`src/rtl/hazard_pkg.sv`:
```
// Shared definitions for the hazard and halt controller of the 16-bit 5-stage core:
// decode control-vector bit positions, read-enable bit positions, FSM state encoding,
// drain length and the scoreboard entry layout.
package hazard_pkg;

    // Decode control vector bit positions
    localparam int HALT_B     = 0;
    localparam int REGWR_B    = 1;
    localparam int MEMTOREG_B = 2;
    localparam int MEMWR_B    = 3;
    localparam int MEMRD_B    = 4;
    localparam int BRANCH_B   = 5;
    localparam int ALUSRC_B   = 6;

    // Register read-enable bit positions
    localparam int RE0_B = 0;   // gates the rs compare
    localparam int RE1_B = 1;   // gates the rt compare

    // Number of cycles the pipeline is allowed to retire older work after HLT
    localparam logic [1:0] DRAIN_CYCLES = 2'd3;

    // Destination register decode supplies for JAL
    localparam logic [3:0] LINK_REG = 4'hF;

    typedef enum logic [1:0] {
        RUN   = 2'd0,
        DRAIN = 2'd1,
        HALT  = 2'd2
    } hz_state_e;

    typedef struct packed {
        logic       valid;
        logic       regwrite;
        logic       memread;
        logic [3:0] wreg;
    } sb_entry_t;

    localparam sb_entry_t SB_EMPTY = '{valid: 1'b0, regwrite: 1'b0, memread: 1'b0, wreg: 4'h0};

    // A source hits a slot only when it is actually read, is not R0, and the slot
    // holds a live writer of that register.
    function automatic logic src_hit(input sb_entry_t slot, input logic [3:0] src, input logic en);
        return en & slot.valid & slot.regwrite & (slot.wreg == src) & (src != 4'h0);
    endfunction

endpackage

```
`src/rtl/hazard_scoreboard.sv`:
```
// Two-slot in-flight writer scoreboard (EX, MEM). The EX slot takes the ID entry or
// an empty entry when a bubble is inserted; MEM always takes the old EX slot.
// Exposes the per-slot source match results and the EX load-use match.
module hazard_scoreboard
    import hazard_pkg::*;
(
    input  logic       clk,
    input  logic       rst,
    input  sb_entry_t  id_entry_i,
    input  logic       bubble_i,
    input  logic [3:0] rs_i,
    input  logic [3:0] rt_i,
    input  logic [1:0] re_i,
    output logic       match_ex_o,
    output logic       match_mem_o,
    output logic       load_use_o
);

    sb_entry_t ex_q;
    sb_entry_t ex_d;
    sb_entry_t mem_q;
    sb_entry_t mem_d;
    logic      unused_s;

    // Slot advance: a bubble empties the EX slot, MEM follows EX unconditionally
    always_comb begin
        ex_d  = SB_EMPTY;
        mem_d = ex_q;
        if (bubble_i) begin
            ex_d = SB_EMPTY;
        end else begin
            ex_d = id_entry_i;
        end
    end

    // Slot registers, cleared to invalid on reset
    always_ff @(posedge clk) begin
        if (rst) begin
            ex_q  <= SB_EMPTY;
            mem_q <= SB_EMPTY;
        end else begin
            ex_q  <= ex_d;
            mem_q <= mem_d;
        end
    end

    assign match_ex_o  = src_hit(ex_q, rs_i, re_i[RE0_B]) | src_hit(ex_q, rt_i, re_i[RE1_B]);
    assign match_mem_o = src_hit(mem_q, rs_i, re_i[RE0_B]) | src_hit(mem_q, rt_i, re_i[RE1_B]);
    assign load_use_o  = match_ex_o & ex_q.memread;

    // A load already in MEM has its data ready by the time a consumer needs it
    assign unused_s = mem_q.memread;

endmodule

```
`src/rtl/hazard_ctrl.sv`:
```
// Pipeline hazard and halt controller. Produces PC/IF-ID stall, IF-ID flush and
// ID-EX bubble from the ID instruction, the EX/MEM scoreboard and branch resolution,
// and sequences HLT through a fixed drain into a sticky halted state.
// Build option HAZARD_FWD_EN: core forwards EX/MEM->EX, so only load-use against
// the EX slot stalls; otherwise any RAW against EX or MEM stalls.
module hazard_ctrl
    import hazard_pkg::*;
(
    input  logic       clk,
    input  logic       rst,
    input  logic [6:0] id_ctrl,
    input  logic [1:0] id_re,
    input  logic [3:0] id_rs,
    input  logic [3:0] id_rt,
    input  logic [3:0] id_wreg,
    input  logic       ex_br_taken,
    output logic       pc_stall,
    output logic       ifid_stall,
    output logic       ifid_flush,
    output logic       idex_bubble,
    output logic       draining,
    output logic       halted
);

    hz_state_e  state_q;
    hz_state_e  state_d;
    logic [1:0] cnt_q;
    logic [1:0] cnt_d;
    logic       halted_q;
    logic       draining_q;

    sb_entry_t  id_entry_s;
    logic       match_ex_s;
    logic       match_mem_s;
    logic       load_use_s;
    logic       stall_s;
    logic       pc_stall_s;
    logic       ifid_stall_s;
    logic       ifid_flush_s;
    logic       idex_bubble_s;
    logic       unused_s;

    assign id_entry_s = '{valid: 1'b1, regwrite: id_ctrl[REGWR_B],
                          memread: id_ctrl[MEMRD_B], wreg: id_wreg};

    hazard_scoreboard u_sb (
        .clk         (clk),
        .rst         (rst),
        .id_entry_i  (id_entry_s),
        .bubble_i    (idex_bubble_s),
        .rs_i        (id_rs),
        .rt_i        (id_rt),
        .re_i        (id_re),
        .match_ex_o  (match_ex_s),
        .match_mem_o (match_mem_s),
        .load_use_o  (load_use_s)
    );

`ifdef HAZARD_FWD_EN
    assign stall_s  = load_use_s;
    assign unused_s = ^{id_ctrl[MEMTOREG_B], id_ctrl[MEMWR_B], id_ctrl[BRANCH_B],
                        id_ctrl[ALUSRC_B], match_ex_s, match_mem_s};
`else
    assign stall_s  = match_ex_s | match_mem_s;
    assign unused_s = ^{id_ctrl[MEMTOREG_B], id_ctrl[MEMWR_B], id_ctrl[BRANCH_B],
                        id_ctrl[ALUSRC_B], load_use_s};
`endif

    // State register, drain counter and registered status flags
    always_ff @(posedge clk) begin
        if (rst) begin
            state_q    <= RUN;
            cnt_q      <= 2'd0;
            halted_q   <= 1'b0;
            draining_q <= 1'b0;
        end else begin
            state_q    <= state_d;
            cnt_q      <= cnt_d;
            halted_q   <= (state_d == HALT);
            draining_q <= (state_d == DRAIN);
        end
    end

    // Next state: HLT only commits when it is neither stalled nor flushed
    always_comb begin
        state_d = state_q;
        cnt_d   = cnt_q;
        case (state_q)
            RUN: begin
                if (id_ctrl[HALT_B] && !stall_s && !ex_br_taken) begin
                    state_d = DRAIN;
                    cnt_d   = DRAIN_CYCLES;
                end else begin
                    state_d = RUN;
                    cnt_d   = cnt_q;
                end
            end
            DRAIN: begin
                if (cnt_q <= 2'd1) begin
                    state_d = HALT;
                    cnt_d   = 2'd0;
                end else begin
                    state_d = DRAIN;
                    cnt_d   = cnt_q - 2'd1;
                end
            end
            HALT: begin
                state_d = HALT;
                cnt_d   = 2'd0;
            end
            default: begin
                state_d = RUN;
                cnt_d   = 2'd0;
            end
        endcase
    end

    // Pipeline control: flush beats stall in RUN; DRAIN and HALT freeze the front end
    always_comb begin
        pc_stall_s    = 1'b0;
        ifid_stall_s  = 1'b0;
        ifid_flush_s  = 1'b0;
        idex_bubble_s = 1'b0;
        if (rst) begin
            pc_stall_s    = 1'b0;
            ifid_stall_s  = 1'b0;
            ifid_flush_s  = 1'b0;
            idex_bubble_s = 1'b0;
        end else begin
            case (state_q)
                RUN: begin
                    if (ex_br_taken) begin
                        ifid_flush_s  = 1'b1;
                        idex_bubble_s = 1'b1;
                    end else if (stall_s) begin
                        pc_stall_s    = 1'b1;
                        ifid_stall_s  = 1'b1;
                        idex_bubble_s = 1'b1;
                    end else begin
                        idex_bubble_s = 1'b0;
                    end
                end
                DRAIN, HALT: begin
                    pc_stall_s    = 1'b1;
                    ifid_stall_s  = 1'b1;
                    idex_bubble_s = 1'b1;
                end
                default: begin
                    idex_bubble_s = 1'b0;
                end
            endcase
        end
    end

    assign pc_stall    = pc_stall_s;
    assign ifid_stall  = ifid_stall_s;
    assign ifid_flush  = ifid_flush_s;
    assign idex_bubble = idex_bubble_s;
    assign draining    = draining_q;
    assign halted      = halted_q;

endmodule

```
`config.mk`:
```
export PLATFORM = sky130hd
export DESIGN_NAME = hazard_ctrl
export DESIGN_NICKNAME = d
export VERILOG_FILES = /design/src/rtl/hazard_pkg.sv /design/src/rtl/hazard_scoreboard.sv /design/src/rtl/hazard_ctrl.sv
export SDC_FILE = /design/constraint.sdc
export NUM_CORES = 1
export LEC_CHECK = 0
export BUFFER_PORTS_ARGS = -buffer_cell sky130_fd_sc_hd__buf_2
export CAP_MARGIN = 20
export CORE_AREA = 2 2 55 57
export DETAILED_ROUTE_END_ITERATION = 10
export DIE_AREA = 0 0 57 59
export HOLD_SLACK_MARGIN = 0.08
export PLACE_DENSITY_LB_ADDON = 0.2
export REMOVE_ABC_BUFFERS = 1
export SYNTH_ARGS = -nofsm -noshare
export SYNTH_HDL_FRONTEND = slang
export SYNTH_SLANG_ARGS = --single-unit
```
`constraint.sdc`:
```
create_clock -name clk -period 4.34 [get_ports clk]
set_input_delay 0.217 -clock clk [delete_from_list [all_inputs] [get_ports clk]]
set_output_delay 0.217 -clock clk [all_outputs]
set_load 0.05 [all_outputs]
```
==> impl_results.md, run 1 <==
* Status: finished, final reports clean
* Htree depth at 1
* Ys async rst share at 0%
* DIE WIDTH at ~57 µm
* Std-Cell Rows at 19
* Setup Buffers After CTS at 0
* Vias per Instance at 4.67
* Cts repair resizes at 0
* GR Overflow Total at 0
* Crit share post-route at between 50% and 60%
* # IOs at 30
* Final Hold Fails at 0
* Leading cell type by number of instances after synthesis: dfxtp_1
* Leakage at 0.492 nW
* Synthesized area at 911 µm²
* Setup CP Type: register to primary output
* Hold-critical path depth at 2
* Seq/Total Area, Yosys at 39.6%
* Period minus WS final at 2.18 ns
* GRT met1 Usage at 15.7%
* Slew @ Worst Pin at 0.484 ns
* Post-Route Setup TNS at 0 ns
* Clock input transition at the sequential cells of the worst setup and hold paths at 0.11 ns
* CP max FO at 4
* Clock Root Buffer: clkbuf_4
* CTS tree: yes
* Flop2flop setup slack at 2.72 ns
* RSZ-0062 raised after global routing: false
* Switching Share at 29.7%
* Hold Path End: u_sb.ex_q[1]
* Comb power frac at 20.3%
* Worst VDD drop at 0.130 mV
* Post-synthesis cell count at 102
* Relative slew margins at 67.3%
* Met2 Track Usage GR at 20.4%
* Seq. cell area at ~360 µm²
* Clk buf depth at 2
* Warnings, synthesis at 0
* Min-delay worst type: input port to register
* GRT busiest layer: met2
* Global-route met3 utilization at approximately 2.6%
* Skew final at approximately 0.0029 ns
* Drt first-iter violations at 9
* Via count at about 740
* DP Worst Slack at 2.48 ns
* Multi-input gate area at around 520 µm²
* Reg2Reg Launch Point: u_sb.ex_q[3]
* Power per cell area at around 330 mW/mm²
* Hold path start: id_wreg[1]
* WL/cell at between 10 and 15 µm
* First-pass GRT wire length at 3170 µm
* Worst setup SP type: register
* Cts hold-fix bufs at 0
* DR pass1 iterations at 3
* Internal power at 0.000256 W
* Die Span Y at ~59 µm
* Net count, final at 155
* Leading area contributor after synthesis: dfxtp_1
* Slew Viols, Final at 0
* Core area at 0.00271 mm²
* CTS sink count at 18
* ANT nets after route at 0
* Layout area overhead at 19.8%
* CP max stage delay at between 0.3 and 0.4 ns
* Initial Utilization at ~34%
* CTS Buf Count at 3
* Total wire length at 1790 µm
* Mapped Avg Cell Area at 8.93 µm²
* GPL Wtd Cong at 0.737
* Largest net degree at the start of global routing at 15
* Worst EP arrival at roughly 2 ns
* Critical Path RT at 4.12 ns
* Max Cap Violations at 0
* DRC Markers at 0
* Fin worst setup slack at 2.16 ns
* Slowest-stage cell, CP: dfxtp_1
* CP startpoint: u_sb.ex_q[3]
* Primary FF master, synth: dfxtp_1
* Die outline area at 0.00336 mm²
* Total GRT Usage at 12.7%
* Vias in the first global route at 748
* Switching power at 0.000108 W
* Crit-path cells: xor2_1 -> nor3_1 -> a22oi_1 -> o2111a_1 -> o21ai_0 -> buf_2
* EDFF count, synth at 0
* IO buf count at 24
* Clock power frac at between 20 and 30%
* Max Fclk at 458 MHz
* Synth unique cells at 27
* Detail Placement HPWL at 1450 µm
* Post-synth top cells: dfxtp_1, nor2b_1, nand2_1, xor2_1, nor2_1
* Worst-Skew Late Latency at 0.30 ns
* Antenna Diode Count at 0
* Top-area cell type share of the netlist area at 39.6%
* R2R Path End: u_sb.ex_q[0]
* CP Capture Type: primary output
* Flop pwr share at 50.2%
* Reg2Reg Depth at 6
* Yosys reg bits at 18
* Ratio of cells with drive above 1 in the final layout at 26.0%
* Synth area leaders: dfxtp_1, xor2_1, nor2b_1
* Fillcell total at 287
* Final-report setup violation count at 0
* Initial antenna violation count at 0
flip-flops by register name, summed over array words and instances (netlist names):
register	flops
state_q	2
u_sb.ex_q	6
halted	1
cnt_q	2
draining	1
u_sb.mem_q	6
metrics by stage:
stage / util (%) / instance area (µm²) / total power (W) / std cells / hold slack (ns)
2_1_floorplan: - / 896 / 0.000237 / 99 / 0.286
3_3_place_gp: 38.9 / 1050 / 0.000261 / 154 / 0.427
3_5_place_dp: 38.9 / 1050 / 0.000262 / 154 / 0.434
4_1_cts: 40.3 / 1090 / 0.000370 / 158 / 0.110
5_1_grt: 40.3 / 1090 / 0.000387 / 158 / 0.117
6_report: 40.3 / 1090 / 0.000365 / 158 / 0.117
cell families (layout without fill, tap and decap cells):
| logic type | Yosys count | count (layout) | share of synthesized area, % |
|---|---|---|---|
| AO/OA/AOI/OAI | 18 | 18 | 15.5 |
| XOR/XNOR | 16 | 16 | 15.4 |
| adder cells (fa/ha/maj) | 3 | 3 | 4.12 |
| buffers and inverters | 7 | 32 | 3.30 |
| flip-flops | 18 | 18 | 39.6 |
| AND/OR/NAND/NOR | 40 | 40 | 22.1 |
worst max-delay path by stage:
stage / to / slack [ns] / cells past startpoint
floorplan: ifid_stall / 1.09 / 6
global placement: idex_bubble / 2.48 / 7
detailed placement: ifid_stall / 2.48 / 8
CTS: idex_bubble / 2.15 / 6
global route: ifid_stall / 2.01 / 7
finish: idex_bubble / 2.16 / 6
cell type report:
type	instances	area share [%]
multi-input cells	77	47.7
well taps	31	3.56
clock buffers	4	3.33
repair buffers	24	11.0
flip-flops and latches	18	33.0
inverters	4	1.38
power by group through the flow:
| stage | Sequential [W] | Combinational (W) | Clock, W |
|---|---|---|---|
| 6_report | 0.000183 | 0.0000740 | 0.000108 |
| 5_1_grt | 0.000185 | 0.0000834 | 0.000119 |
| 4_1_cts | 0.000183 | 0.0000751 | 0.000111 |
| 3_5_place_dp | 0.000187 | 0.0000749 | 0 |
| 3_3_place_gp | 0.000187 | 0.0000737 | 0 |
| 2_1_floorplan | 0.000189 | 0.0000482 | 0 |
critical path: cells and delay by family, from the launching register on:
family                 cells  cell delay [ns]
AO/OA/AOI/OAI              3             0.67
buffers and inverters      1             0.30
AND/OR/NAND/NOR            1             0.19
XOR/XNOR                   1             0.15
flip-flops                 1             0.36
cell usage in the layout, fill, tap and decap left out, drive strengths merged, types with 3 or more instances in the layout:
| master | synthesis | final |
|---|---|---|
| buf | 1 | 24 |
| a21oi | 7 | 7 |
| dfxtp | 18 | 18 |
| nand2 | 10 | 10 |
| clkbuf | 2 | 4 |
| ha | 3 | 3 |
| nor2 | 9 | 9 |
| nor3 | 6 | 6 |
| xnor2 | 6 | 6 |
| nor2b | 11 | 11 |
| inv | 4 | 4 |
| xor2 | 10 | 10 |
metal layers:
layer  up-vias  wire (µm)
met2        18        767
li1        392          -
met3         5         96
met5         -          0
met4         0         49
met1       323        877
Power figures use the tool's default switching activity.
==> inputs of run 2 (changes only) <==
ABC_AREA = 1   (was not set)
CORE_AREA = 2 2 59 61   (was 2 2 55 57)
DIE_AREA = 0 0 61 63   (was 0 0 57 59)
clock period = 1.87 ns   (was 4.34 ns; I/O delays follow)
==> run 2 against run 1 <==
- the flow now finishes with violations (setup timing)
- largest cell class unchanged
- cell area up 27%
- synthesized cell count grew 67%
- final cell count is 57% higher
- combinational power rose to 3.2 times the previous value
==> impl_results.md, run 2 <==
* Status: finished with violations
* Failing checks: setup timing
* Initial antenna violation count at 0 (unchanged)
* Vias in the first global route at 920 (+23%)
* Net count, final at 231 (+49%)
* CTS tree: yes
* Worst setup SP type: register
* Die outline area at 0.00384 mm² (+14%)
* Primary FF master, synth: dfxtp_1
* Leakage at 0.750 nW (+52%)
* Skew final at 0.00112 ns (-0.00178 ns)
* Seq/Total Area, Yosys at 33.9% (-5.6 points)
* Period minus WS final at 1.88 ns
* DRC Markers at 0 (unchanged)
* Relative slew margins at 81.6% (+14 points)
* First-pass GRT wire length at 3750 µm (+18%)
* # IOs at 30 (unchanged)
* Drt first-iter violations at 31 (+22)
* Critical Path RT at 1.78 ns (-2.34 ns)
* Most common cell after layout, fill and taps aside: nand2_1
* Synthesized area at 0.00106 mm² (+17%)
* Max Fclk at ~530 MHz
* Std-Cell Rows at 21 (+2)
* Warnings, synthesis at 0 (unchanged)
* Top-area cell type share of the netlist area at 33.9% (-5.6 points)
* Worst-Skew Late Latency at 0.28 ns (-0.02 ns)
* Fin worst setup slack at -0.00539 ns (-2.16 ns)
* Clock Root Buffer: clkbuf_4
* ANT nets after route at 0 (unchanged)
* Multi-input gate area at 599 µm² (+15%)
* DR pass1 iterations at 4 (+1)
* Via count at 1044 (+41%)
* Worst VDD drop at 0.310 mV (+140%)
* GPL Wtd Cong at 0.770 (+4.4%)
* Total GRT Usage at 12.8% (+0.10 points)
* IO buf count at 24 (unchanged)
* Detail Placement HPWL at 1750 µm (+21%)
* Slew @ Worst Pin at 0.276 ns (-0.208 ns)
* Initial Utilization at 32.9% (-0.74 points)
* Post-synthesis cell count at 170 (+67%)
* CTS sink count at 18 (unchanged)
* Power per cell area at 612 mW/mm² (+83%)
* Ratio of cells with drive above 1 in the final layout at 31.2% (+5.2 points)
* WL/cell at 9.31 µm (-18%)
* Ys async rst share at 0% (unchanged)
* Leading area contributor after synthesis: dfxtp_1
* Crit share post-route at 100%
* Final-report setup violation count at 2 (+2)
* Worst EP arrival at 1.78 ns (-0.19 ns)
* Flop2flop setup slack at 0.34 ns (-2.38 ns)
* Clk buf depth at 2 (unchanged)
* CP max FO at 3 (-1)
* DIE WIDTH at 61 µm (+7.0%)
* Largest regs: u_sb.ex_q (6), u_sb.mem_q (6)
* Setup CP Type: register to primary output
* Synth unique cells at 19 (-30%)
* Final Hold Fails at 0 (unchanged)
* Commonest non-fill, non-tap cells in the layout: nand2_1, inv_1, buf_2
* Yosys reg bits at 18 (unchanged)
* Post-layout util at 43.0% (+2.8 points)
* Antenna Diode Count at 0 (unchanged)
* CTS Buf Count at 3 (unchanged)
* Vias per Instance at 4.21 (-9.9%)
* Largest net degree at the start of global routing at 12 (-3)
* EDFF count, synth at 0 (unchanged)
* Slew Viols, Final at 0 (unchanged)
* Max Cap Violations at 0 (unchanged)
* Min-delay worst type: input port to register
* Fillcell total at 351 (+22%)
* Seq. cell area at 368 µm² (+2.1%)
* Clock input transition at the sequential cells of the worst setup and hold paths at 0.10 ns (about the same)
* GR Overflow Total at 0 (unchanged)
* Core area at 0.00323 mm² (+19%)
* Layout area overhead at 30.9%
* Htree depth at 1 (unchanged)
* RSZ-0062 raised after global routing: true
* Leading cell type by number of instances after synthesis: nand2_1
* Post-synth top cells: nand2_1, inv_1, dfxtp_1
* CP Capture Type: primary output
* Total wire length at 2310 µm (+29%)
* Die Span Y at 63 µm (+6.8%)
* Mapped Avg Cell Area at 6.25 µm² (-30%)
* DP Worst Slack at 0.218 ns (-2.26 ns)
* Synth area leaders: dfxtp_1, nand2_1, inv_1
## run 2: changes by cell type after synthesis, sizes merged, moves of 2 or more
| cell | before | now |
|---|---|---|
| a21oi | 7 | 2 |
| inv | 4 | 37 |
| nand2 | 10 | 53 |
| nand3 | 1 | 16 |
| nand4 | 2 | 6 |
| nor2 | 9 | 24 |
| nor2b | 11 | 0 |
| nor3 | 6 | 2 |
| o41ai | 2 | 0 |
| xnor2 | 6 | 3 |
| xor2 | 10 | 0 |
## run 2: final cells by class
class / instances / share of cell area [%]
Tap cell: 46 / 4.14
Timing Repair Buffer: 31 / 14.7
Inverter: 37 / 9.99
Multi-Input combinational cell: 113 / 43.1
Clock buffer: 3 / 1.62
Sequential cell: 18 / 26.5
## run 2: repair_timing
action,CTS,global route
hold buffers,5,0
gates resized for setup,4,22
pin swaps,0,13
endpoints found under the setup margin,3,3
setup buffers,0,2
hold endpoints to repair,5,0
## run 2: per-stage QoR
| step | TNS [ns] | instances | hold WS [ns] | cell area (µm²) | total power, W |
|---|---|---|---|---|---|
| after floorplan | -2.32 | 168 | 0.165 | 1050 | 0.000575 |
| after global placement | 0 | 238 | 0.322 | 1230 | 0.000635 |
| after detailed placement | 0 | 238 | 0.320 | 1230 | 0.000634 |
| after CTS | -0.0124 | 246 | 0.128 | 1310 | 0.000840 |
| after global routing | -0.489 | 248 | 0.146 | 1390 | 0.000911 |
| final | -0.00929 | 248 | 0.145 | 1390 | 0.000851 |
## run 2: final timing paths
path / cells after the start / endpoint / from
setup / recovery: 10 / ifid_stall / u_sb.ex_q[3]
hold / removal: 2 / u_sb.mem_q[6] / rst
setup reg to reg: 13 / u_sb.ex_q[1] / u_sb.ex_q[3]
hold reg to reg: 2 / u_sb.mem_q[6] / u_sb.ex_q[6]
## run 2: logic make-up after synthesis
family          synth area share, %
flops                          33.9
fa+ha+maj                      3.53
xor+xnor                       2.47
simple gates                   43.0
compound gates                 2.94
buf+inv                        14.1
## run 2: worst max-delay path: stages (launching register included)
cell,delay [ns]
dfxtp_2,0.34
inv_1,0.08
nand2_1,0.07
a21oi_2,0.16
nand3_1,0.09
nand2_1,0.08
nand2_2,0.06
nand2_2,0.09
a31oi_4,0.09
nor3_4,0.25
buf_6,0.19
## run 2: metal layers
metal / global-route usage (%) / wire length (µm) / vias up / part of all wire, %
met2: 19.6 / 1100 / 15 / 47
met5: 0 / 0 / - / 0
met4: 4.89 / 19 / 0 / 0.82
li1: - / - / 575 / -
met3: 2.90 / 97 / 2 / 4.2
met1: 17.2 / 1100 / 452 / 47
## run 2: report_power, final
part / switching, W / internal [W]
Sequential: 0.0000159 / 0.000410
Clock: 0.000114 / 0.0000748
Combinational: 0.000147 / 0.0000899
Total: 0.000276 / 0.000575
==> inputs of run 3 (changes only) <==
SKIP_CTS_REPAIR_TIMING = 1   (was not set)
clock period = 1.95 ns   (was 1.87 ns; I/O delays follow)
==> run 3 against run 2 <==
- the flow now finishes without violations
- global-route usage is the same
- clock power increased by 24%
- non-clock buffer count is 1 lower
- setup slack improved by 0.0062 ns
- hold slack lost 0.0070 ns
- via count is 1.1% higher
- final cell count unchanged
- critical path depth unchanged
- first-iteration DRC count decreased by 26%
- sequential power is 4% lower
- clock skew increased by 0.0066 ns
- total power increased by 2.2%
- largest cell class unchanged
- highest routed layer unchanged
==> impl_results.md, run 3 (synthesized netlist as in run 2, its figures left out) <==
* GPL Wtd Cong at 0.770 (about the same)
* GR Overflow Total at 0 (unchanged)
* Slew @ Worst Pin at 0.279 ns (+0.00220 ns)
* Reg2Reg Launch Point: u_sb.ex_q[3]
* Slew Viols, Final at 0 (unchanged)
* Max Fclk at 513 MHz
* Total wire length at 2350 µm (+1.9%)
* Reg2Reg Depth at 12 (-1)
* Largest regs: u_sb.ex_q (6), u_sb.mem_q (6)
* Htree depth at 1 (unchanged)
* CTS Buf Count at 3 (unchanged)
* Min-delay worst type: input port to register
* DR pass1 iterations at 4 (unchanged)
* Core area at 0.00323 mm² (unchanged)
* Worst setup SP type: register
* ANT nets after route at 0 (unchanged)
* Hold Path End: u_sb.mem_q[2]
* Final-report setup violation count at 0 (-2)
* Clk buf depth at 2 (unchanged)
* Max Cap Violations at 0 (unchanged)
* Vias in the first global route at 911 (-0.98%)
* Status: finished, final reports clean
* R2R Path End: u_sb.ex_q[3]
* Total power at 0.000870 W (+2.2%)
* CTS sink count at 18 (unchanged)
* CP Capture Type: primary output
* Ratio of cells with drive above 1 in the final layout at 35.1% (+4.0 points)
* RSZ-0062 raised after global routing: true
* Worst EP arrival at 1.85 ns (+0.07 ns)
* WL/cell at 9.49 µm (+1.9%)
* CP max stage delay at 0.34 ns (about the same)
* Period minus WS final at 1.95 ns
* Die Span Y at 63 µm (unchanged)
* DIE WIDTH at 61 µm (unchanged)
* Initial Utilization at 32.9% (unchanged)
* Clock input transition at the sequential cells of the worst setup and hold paths at 0.11 ns (about the same)
* Crit-path cells: inv_2 -> nand2_1 -> a21oi_2 -> nand3_2 -> nand2_2 -> nand2_2 -> nand2_2 -> a31oi_4 -> nor3_4 -> buf_6
* Commonest non-fill, non-tap cells in the layout: nand2_1, inv_1, buf_2
* Initial antenna violation count at 0 (unchanged)
* Die outline area at 0.00384 mm² (unchanged)
* Critical Path RT at 1.85 ns (+0.07 ns)
* CTS tree: yes
* First-pass GRT wire length at 3750 µm (+0.19%)
* Via count at 1055 (+1.1%)
* Flop2flop setup slack at 0.54 ns (+0.20 ns)
* IO buf count at 24 (unchanged)
* Hold-critical path depth at 2 (unchanged)
* Std-Cell Rows at 21 (unchanged)
* Leakage at 0.752 nW (+0.27%)
* Hold path start: rst
* Layout area overhead at 33.6%
* Worst VDD drop at 0.353 mV (+14%)
* Detail Placement HPWL at 1760 µm (+0.52%)
* CP bufs+invs at 2 (unchanged)
* Net count, final at 230 (-0.43%)
* Vias per Instance at 4.25 (+1.1%)
* Antenna Diode Count at 0 (unchanged)
* Clock Root Buffer: clkbuf_4
* CP max FO at 3 (unchanged)
* Drt first-iter violations at 23 (-26%)
* Relative slew margins at 81.4% (-0.15 points)
* Hold_ws at 0.138 ns (-0.00695 ns)
* Slowest-stage cell, CP: dfxtp_2
* Largest net degree at the start of global routing at 12 (unchanged)
* Worst-Skew Late Latency at 0.30 ns (+0.02 ns)
* Power per cell area at 613 mW/mm² (+0.14%)
* Setup CP Type: register to primary output
* Most used cell, CP: nand2_2
* # IOs at 30 (unchanged)
* Top delay family on crit path: simple AND/OR/NAND/NOR gates
* DRC Markers at 0 (unchanged)
* Skew final at 0.00768 ns (+0.00656 ns)
* Crit share post-route at between 90% and 100%
* Most common cell after layout, fill and taps aside: nand2_1
* Final Hold Fails at 0 (unchanged)
* Total GRT Usage at 12.8% (unchanged)
==> run 3: area by class of cell <==
| type | count | area, µm² |
|---|---|---|
| Clock buffer | 4 | 36.3 |
| Inverter | 37 | 139 |
| Multi-Input combinational cell | 113 | 622 |
| Fill cell | 368 | 1810 |
| Sequential cell | 18 | 368 |
| Timing Repair Buffer | 30 | 196 |
| Tap cell | 46 | 57.6 |
==> run 3: worst max path at each step <==
stage	start	endpoint	slack, ns	cells after the start
2_1_floorplan	u_sb.ex_q[1]	ifid_stall	-1.09	10
3_3_place_gp	u_sb.ex_q[1]	ifid_stall	0.33	11
3_5_place_dp	u_sb.ex_q[0]	ifid_stall	0.32	11
4_1_cts	u_sb.ex_q[0]	ifid_stall	-0.04	11
5_1_grt	u_sb.mem_q[1]	ifid_stall	-0.12	11
6_report	u_sb.ex_q[3]	ifid_stall	0.0008	10
==> run 3: per-layer routing <==
| metal | vias to the layer above | global-route usage, % | part of all wire (%) |
|---|---|---|---|
| met4 | 0 | 4.08 | 2.2 |
| met2 | 23 | 19.9 | 48 |
| met1 | 448 | 17.5 | 46 |
| li1 | 578 | - | - |
| met3 | 6 | 2.48 | 4.0 |
| met5 | - | 0 | 0 |
==> run 3: report_power, final <==
group	internal (W)	switching (W)
combinational	0.0000838	0.000143
sequential	0.000394	0.0000156
clock	0.000114	0.000120
total	0.000591	0.000278
==> run 3: per-stage QoR <==
stage / instances / setup TNS (ns) / util, % / area, µm² / worst slack [ns]
2_1_floorplan: 168 / -2.17 / - / 1050 / -1.09
3_3_place_gp: 238 / 0 / 38.0 / 1230 / 0.335
3_5_place_dp: 238 / 0 / 38.0 / 1230 / 0.316
4_1_cts: 242 / -0.0816 / 39.1 / 1260 / -0.0388
5_1_grt: 248 / -0.270 / 43.9 / 1420 / -0.122
6_report: 248 / 0 / 43.9 / 1420 / 0.000795
